===== config.mk =====
export PLATFORM = sky130hd
export DESIGN_NAME = huff_seq_ctrl
export DESIGN_NICKNAME = d
export VERILOG_FILES = /design/src/rtl/huff_seq_ctrl.sv
export SDC_FILE = /design/constraint.sdc
export NUM_CORES = 1
export LEC_CHECK = 0
export ABC_AREA = 1
export BUFFER_PORTS_ARGS = -buffer_cell sky130_fd_sc_hd__clkbuf_2
export CORE_MARGIN = 10
export CORE_UTILIZATION = 52
export DETAILED_ROUTE_END_ITERATION = 8
export PLACE_DENSITY = 0.78
export RECOVER_POWER = 25
export SLEW_MARGIN = 20
export SYNTH_ARGS = -nofsm -noshare
export SYNTH_HDL_FRONTEND = slang
export SYNTH_SLANG_ARGS = --single-unit

===== constraint.sdc =====
create_clock -name clk -period 1.95 [get_ports clk]
set_clock_uncertainty 0.2 [all_clocks]
set_input_delay 0.2925 -clock clk [delete_from_list [all_inputs] [get_ports clk]]
set_output_delay 0.2925 -clock clk [all_outputs]
set_load 0.05 [all_outputs]

===== src/rtl/huff_seq_ctrl.sv =====
// huff_seq_ctrl -- sequencing controller for a block Huffman encoder.
//
// Collects NSYM 8-bit symbols into a packed buffer. It then steps the
// frequency stage, the bitmap/tree stage and the code-table stage in that
// order, and signals completion with a one-cycle done pulse.
//
// Ports:
//   clk, reset            rising-edge clock, synchronous active-high reset
//   start                 begin a block (honoured only in IDLE, or in ERR)
//   sym_valid, sym_data   symbol input stream; sym_ready is high in LOAD
//   buffer_data           packed symbols, symbol k in bits [8k+7:8k]
//   freq_start/freq_done  pulse/handshake with the frequency stage
//   bitmap_start/_done    pulse/handshake with the bitmap/tree stage
//   code_enable           level enable for CODE_CYCLES cycles
//   busy, done, err       status; state exposes the FSM encoding
//
// Build option: define HUFF_SEQ_CTRL_TIMEOUT_EN to add a watchdog on the
// FREQ/BMAP waits. When the watchdog expires, the FSM moves to ERR. Without
// the option, ERR cannot be reached and err stays 0.
module huff_seq_ctrl #(
  parameter int NSYM        = 20,
  parameter int CODE_CYCLES = 48,
  parameter int TIMEOUT     = 255
) (
  input  logic              clk,
  input  logic              reset,
  input  logic              start,
  input  logic              sym_valid,
  input  logic [7:0]        sym_data,
  output logic              sym_ready,
  output logic [8*NSYM-1:0] buffer_data,
  output logic              freq_start,
  input  logic              freq_done,
  output logic              bitmap_start,
  input  logic              bitmap_done,
  output logic              code_enable,
  output logic              busy,
  output logic              done,
  output logic              err,
  output logic [2:0]        state
);

  localparam logic [2:0] S_IDLE = 3'd0;
  localparam logic [2:0] S_LOAD = 3'd1;
  localparam logic [2:0] S_FREQ = 3'd2;
  localparam logic [2:0] S_BMAP = 3'd3;
  localparam logic [2:0] S_CODE = 3'd4;
  localparam logic [2:0] S_DONE = 3'd5;
  localparam logic [2:0] S_ERR  = 3'd6;

  localparam int CW  = $clog2(NSYM + 1);
  localparam int CCW = $clog2(CODE_CYCLES + 1);

  logic [CW-1:0]  cnt;
  logic [CCW-1:0] code_cnt;
  logic [2:0]     nxt;

`ifdef HUFF_SEQ_CTRL_TIMEOUT_EN
  logic [7:0] wdog;
  logic       wd_hit;
  // wdog holds the number of cycles already spent in this state. It equals
  // TIMEOUT-1 during the TIMEOUT-th cycle.
  assign wd_hit = (wdog == 8'(TIMEOUT - 1));
`else
  assign err = 1'b0;
`endif

  always_comb begin
    nxt = state;
    case (state)
      S_IDLE: if (start) nxt = S_LOAD;
      S_LOAD: if (sym_valid && cnt == CW'(NSYM - 1)) nxt = S_FREQ;
      // The *_start pulse is still high in the first cycle of FREQ/BMAP.
      // A done input seen in that same cycle is ignored.
      S_FREQ: begin
        if (!freq_start && freq_done) nxt = S_BMAP;
`ifdef HUFF_SEQ_CTRL_TIMEOUT_EN
        else if (wd_hit) nxt = S_ERR;
`endif
      end
      S_BMAP: begin
        if (!bitmap_start && bitmap_done) nxt = S_CODE;
`ifdef HUFF_SEQ_CTRL_TIMEOUT_EN
        else if (wd_hit) nxt = S_ERR;
`endif
      end
      S_CODE: if (code_cnt == CCW'(CODE_CYCLES - 1)) nxt = S_DONE;
      S_DONE: nxt = S_IDLE;
`ifdef HUFF_SEQ_CTRL_TIMEOUT_EN
      S_ERR:  if (start) nxt = S_IDLE;
`endif
      default: nxt = S_IDLE;
    endcase
  end

  // Every output is registered. Each one is decoded from the next state, so
  // it lines up with the state it describes.
  always_ff @(posedge clk) begin
    if (reset) begin
      state        <= S_IDLE;
      cnt          <= '0;
      code_cnt     <= '0;
      buffer_data  <= '0;
      sym_ready    <= 1'b0;
      freq_start   <= 1'b0;
      bitmap_start <= 1'b0;
      code_enable  <= 1'b0;
      busy         <= 1'b0;
      done         <= 1'b0;
`ifdef HUFF_SEQ_CTRL_TIMEOUT_EN
      wdog         <= '0;
      err          <= 1'b0;
`endif
    end else begin
      state        <= nxt;
      sym_ready    <= (nxt == S_LOAD);
      freq_start   <= (nxt == S_FREQ) && (state != S_FREQ);
      bitmap_start <= (nxt == S_BMAP) && (state != S_BMAP);
      code_enable  <= (nxt == S_CODE);
      busy         <= (nxt != S_IDLE);
      done         <= (nxt == S_DONE);

      if (state == S_IDLE && start) begin
        cnt         <= '0;
        buffer_data <= '0;
      end else if (state == S_LOAD && sym_valid) begin
        for (int k = 0; k < NSYM; k++)
          if (cnt == CW'(k)) buffer_data[8*k +: 8] <= sym_data;
        cnt <= cnt + 1'b1;
      end

      code_cnt <= (state == S_CODE) ? code_cnt + 1'b1 : '0;

`ifdef HUFF_SEQ_CTRL_TIMEOUT_EN
      if (nxt != state)
        wdog <= '0;
      else if (state == S_FREQ || state == S_BMAP)
        wdog <= wdog + 8'd1;
      else
        wdog <= '0;
      err <= (nxt == S_ERR);
`endif
    end
  end

endmodule


# --- Word level (Yosys, flattened, before mapping) ---
# Index checks and enable logic that the tools add are counted.
totals:
  regBits: 180
classes:
  n_eq_ne: 31
  n_reduce_logical: 34
  bitwise: 1
  n_mux: 6
  addsub: 2
op_table:
  columns: ["cell", "count"]
  rows:
  - ["$eq A5 B4 Y1 const B", 8]
  - ["$reduce_and A2 Y1", 20]
  - ["$eq A5 B3 Y1 const B", 4]
  - ["$eq A5 B5 Y1 const B", 4]
  - ["$mux W3", 5]
  - ["$pmux W3 S5", 1]
  - ["$eq A3 B2 Y1 const B", 4]
  - ["$eq A5 B2 Y1 const B", 2]
  - ["$eq A3 B3 Y1 const B", 3]
  - ["$logic_and A1 B1 Y1", 7]
  - ["$add A6 B1 Y6 const B", 1]
  - ["$eq A3 B1 Y1 const B", 2]
  - ["$eq A6 B6 Y1 const B", 1]
  - ["$ne A3 B2 Y1 const B", 2]
  - ["$add A5 B1 Y5 const B", 1]
  - ["$eq A5 B1 Y1 const B", 1]
  - ["$logic_not A5 Y1", 1]
  - ["$reduce_or A2 Y1", 2]
  - ["$logic_not A3 Y1", 1]
  - ["$reduce_bool A3 Y1", 1]
  - ["$logic_not A1 Y1", 2]
  - ["$not A1 Y1", 1]

# --- Depth between registers and ports, before layout ---
logic_depth:
  depth_word: 6
  depth_mapped: 10

# --- Worst setup path after synthesis ---
# Ideal clock, no wire load.
synth_path:
  path_kind: "register -> register"
  startpoint: "register state[0]"
  endpoint: "register buffer_data[149]"
  t_required_ns: 1.636
  period_less_slack_ns: 1.971
  stages_incl_launch_ff: 10
  setup_slack_ns: -0.021
  setup_ns: 0.114
  t_arrival_ns: 1.657
  path_cell_list: "dfxtp_1 nand3_2 nor2_4 buf_12 nand2_8 nor2_8 buf_8 nand2_1 nand2_1 nor2_1"
synth_via:
  elab_chain_len: 3
synth_rtl:
  columns: ["item", "line_no", "source"]
  rows:
  - ["start: declaration", "40", "output logic [2:0] state"]
  - ["start signal: assignment", "115", "state <= nxt;"]
  - ["$eq A3 B1 Y1 / $logic_not A3 Y1 (equally long branches)", "126, 123", null]
  - ["$logic_and A1 B1 Y1, on equally long branches", "126, 123", null]
  - ["$reduce_and A2 Y1 (no source line) / $reduce_or A2 Y1 (equally long branches)", null, null]
  - ["end signal: indexed assignment", "128", "if (cnt == CW'(k)) buffer_data[8*k +: 8] <= sym_data;"]
  - ["end: declaration", "31", "output logic [8*NSYM-1:0] buffer_data,"]
# Parallel ways exist; a longest one is shown, timed or not.
# A chain may end at the register's enable or synchronous reset.

# --- Final worst setup path ---
layout_path:
  startpoint: "register state[2]"
  endpoint: "register buffer_data[7]"
# The elaborated chain is that of the path after synthesis.

==> reports/qor_table.md <==
| Item | Reported | Unit |
| --- | --- | --- |
| Power density over the cells | 848 | nW/um^2 |
| Initial cell density of the core | 0.539 | - |
| Via count of the first global-routing pass | 5778 | - |
| Post-synth cell types | 29 | - |
| Largest net degree at the start of global routing | 71 | - |
| TritonCTS sink count | 180 | - |
| Part of the total power dissipated in sequential elements | 0.528 | - |
| Type of the worst setup path | reg2reg | - |
| Clock insertion delay at the later pin of the skew report | 420 | ps |
| Internal Power | 5.42 | mW |
| Met2 layer wire length in the routed design | 9160 | um |
| Wirelength, routed | 19000 | um |
| Ant diodes | 0 | - |
| Sum Neg Setup Slack | 0 | ps |
| Tightest Pin Transition | 662 | ps |
| Clock-pin slew of the registers on the worst-case setup and hold paths | 60 | ps |
| Share of the synthesized netlist area taken by xor and xnor gates | 0.00127 | - |
| Post-Place Cells | 1207 | - |
| Die height | 135 | um |
| Net switching power | 1.60 | mW |
| Dominant cells by area after synthesis | sky130_fd_sc_hd__dfxtp_1, sky130_fd_sc_hd__nor2_1, sky130_fd_sc_hd__a21oi_1 | - |
| Synth Area in Adders | 0.0109 | - |
| Number of buffers created by CTS | 17 | - |
| Row count | 41 | - |
| Clock Path Buffers | 2 | - |
| Setup Viol. Count Final | 0 | - |
| Final number of hold-violating endpoints | 0 | - |
| Arrival time at the worst endpoint | 1960 | ps |
| Boundary Pins | 184 | - |
| Headroom to the max-slew limit | 0.561 | - |
| Flip-flop cell with the highest count after synthesis | sky130_fd_sc_hd__dfxtp_1 | - |
| Top layer used by detailed routing | met4 | - |
| RSZ-0062 raised after global routing | false | - |
| Top fanout value on the critical path | 16 | - |
| Share of cells above drive strength 1 | 0.162 | - |
| Synthesized-area fraction occupied by ao, oa, aoi and oai cells | 0.124 | - |
| Count of unresolved DRC violations after routing | 0 | - |
| Max Clk Rate | 554 | MHz |
| Final Wtd Congestion | 0.880 | - |
| Capture point of the worst reg-to-reg path | buffer_data[7] | - |
| Top cell type's share of synthesized area | 0.524 | - |
| Post-CTS setup buffer count | 0 | - |
| Mean area per synthesized cell | 7.83 | sq um |
| Global-route wire length before repair | 30000 | um |
| First-iteration detailed-routing DRC count | 334 | - |
| Top cell type by total area after synthesis | sky130_fd_sc_hd__dfxtp_1 | - |
| Fin cells | 1232 | - |
| Count of flip-flops with a built-in enable after synthesis | 0 | - |
| Fraction of synthesized area in multiplexers | 0 | - |
| Count of pins over their slew limit | 0 | - |
| Metal1 wirelength | 8040 | um |
| Final HPWL from detailed placement | 13400 | um |
| Beginning of the critical path | state[2] | - |
| Total congestion overflow after global routing | 0 | - |
| Max-capacitance violation count | 0 | - |
| Required @ worst endpoint | 2100 | ps |
| Part of the cycle the worst path needs | 0.925 | - |
| Net Count, Synth | 899 | - |
| GRT Resource Usage Total | 0.205 | - |
| Fraction of power spent switching nets | 0.228 | - |
| Worst hold slack | 82.2 | ps |
| Simple-gate share of the synthesized area | 0.273 | - |
| Result of the run | complete, no violations | - |
| Worst reg2reg setup slack | 150 | ps |
| Final nets | 1076 | - |
| Most instantiated cells after synthesis | sky130_fd_sc_hd__nor2_1, sky130_fd_sc_hd__dfxtp_1, sky130_fd_sc_hd__a21oi_1 | - |
| Kind of path behind the tightest hold check | in2reg | - |
| H-tree level count | 4 | - |
| Worst setup path end | buffer_data[7] | - |
| TritonCTS clock tree | built | - |
| Width of the die | 135 | um |
| Initial antenna violation count | 0 | - |
| R2R Path Start | state[2] | - |
| Worst supply voltage drop on vdd | 0.519 | mV |
| Number of detailed-routing iterations run before antenna repair | 5 | - |
| Minimum clock period after layout | 1800 | ps |
| Worst Setup Start Kind | flip-flop | - |
| Fraction of registers with async set/reset | 0 | - |
| Portion of total power attributed to the clock network | 0.411 | - |
| Largest family of logic cells by synthesized area | simple AND/OR/NAND/NOR gates | - |
| Depth of the most critical reg-to-reg path | 8 | - |
| Cells after synthesis | 879 | - |
| Via count | 6164 | - |
| Average via count per standard cell | 5.00 | - |
| Count of antenna-violating nets left after detailed routing | 0 | - |
| Total of warnings raised by yosys | 0 | - |
| Static power due to leakage | 3.56 | nW |
| Area delta synth->final | 20.3 | % |
| Floorplan die area | 18200 | sq um |
| Met3 wire length | 1410 | um |
| Input/output buffers | 182 | - |
| Number of flip-flops and latches in the synthesized netlist | 180 | - |
| Critical path capture point type | flip-flop | - |
| Synth Cell Area | 6880 | sq um |
| Gate power share | 0.061 | - |
| Sequential element share of the synthesized area | 0.524 | - |
| Average wire per standard cell | 15.4 | um |
| Clk root buf | sky130_fd_sc_hd__clkbuf_16 | - |
| Most frequent cell after synthesis | sky130_fd_sc_hd__nor2_1 | - |
| Core area | 12800 | sq um |
## cell type report
type                       count  area (sq um)
fill                        1198          4500
sequential                   180          3600
multi-input combinational    615          2830
timing repair buffer         203          1010
clock buffer                  21           460
tap                          172           215
inverter                      39           149
clock inverter                 2          10.0
## kinds of logic (layout without fill, tap and decap cells)
family,Yosys count,after routing
and+or+nand+nor,437,437
DFF,180,180
AOI/OAI and AO/OA,170,170
buffers and inverters,84,265
adders and majority gates,6,6
other,1,1
xor gates and xnor gates,1,1
## power groups by stage
stage	logic, mW	registers (mW)	clock network [mW]
2_1_floorplan	0.235	3.84	0
3_3_place_gp	0.420	3.79	0
3_5_place_dp	0.422	3.79	0
4_1_cts	0.426	3.71	2.93
5_1_grt	0.465	3.71	3.07
6_report	0.429	3.71	2.89
## registers in the layout, summed over array words and instances, names as in the netlist
signal	cells
code_enable	1
cnt	5
code_cnt	6
busy	1
done	1
buffer_data	160
freq_start	1
state	3
sym_ready	1
bitmap_start	1
## per-stage QoR
stage	cell area, sq um	util	total power [mW]	worst slack (ps)
final	8280	0.648	7.02	146
after global placement	7880	0.617	4.21	172
after detailed placement	7880	0.617	4.21	134
after CTS	8370	0.655	7.07	121
after floorplan	6880	-	4.07	74.4
after global routing	8280	0.648	7.24	7.41
## worst min path at each step
stage | end | from | cells past startpoint | slack, ps
floorplan | bitmap_start | reset | 1 | 160
global placement | code_cnt[0] | code_cnt[0] | 1 | 230
detailed placement | code_cnt[0] | code_cnt[0] | 1 | 240
CTS | buffer_data[92] | sym_data[4] | 3 | 60
global route | buffer_data[92] | sym_data[4] | 3 | 80
finish | buffer_data[92] | sym_data[4] | 3 | 80
## worst max-delay path, cell delays in order (launching register included)
cell	delay, ps
sky130_fd_sc_hd__dfxtp_1	340
sky130_fd_sc_hd__inv_1	90
sky130_fd_sc_hd__nand3_2	140
sky130_fd_sc_hd__nor2_4	180
sky130_fd_sc_hd__buf_12	200
sky130_fd_sc_hd__nand3_4	140
sky130_fd_sc_hd__inv_1	250
sky130_fd_sc_hd__nor2_1	80
sky130_fd_sc_hd__nor2_1	110
## cells in the final DEF, fill, tap and decap left out, drive strengths merged
cell         instances
a21oi              104
buf                 19
clkbuf             203
clkinv               3
conb                 1
dfxtp              180
dlygate4sd3          2
ha                   6
inv                 38
nand2               85
nand3               21
nor2               306
nor3                24
o21ai               66
or2                  1
xnor2                1
## repair_timing
item                                    4_1_cts  5_1_grt
hold buffers                                  2        0
resized for setup                             0        7
endpoints found under the hold margin         1        0
endpoints found under the setup margin        0       25
## per-layer routing
| layer | GRT usage | vias to the layer above |
|---|---|---|
| li1 | - | 3160 |
| met1 | 0.248 | 2788 |
| met2 | 0.336 | 193 |
| met3 | 0.0616 | 23 |
| met4 | 0.0778 | 0 |
| met5 | 0 | - |
No activity file was read; power rests on OpenSTA's default activity.
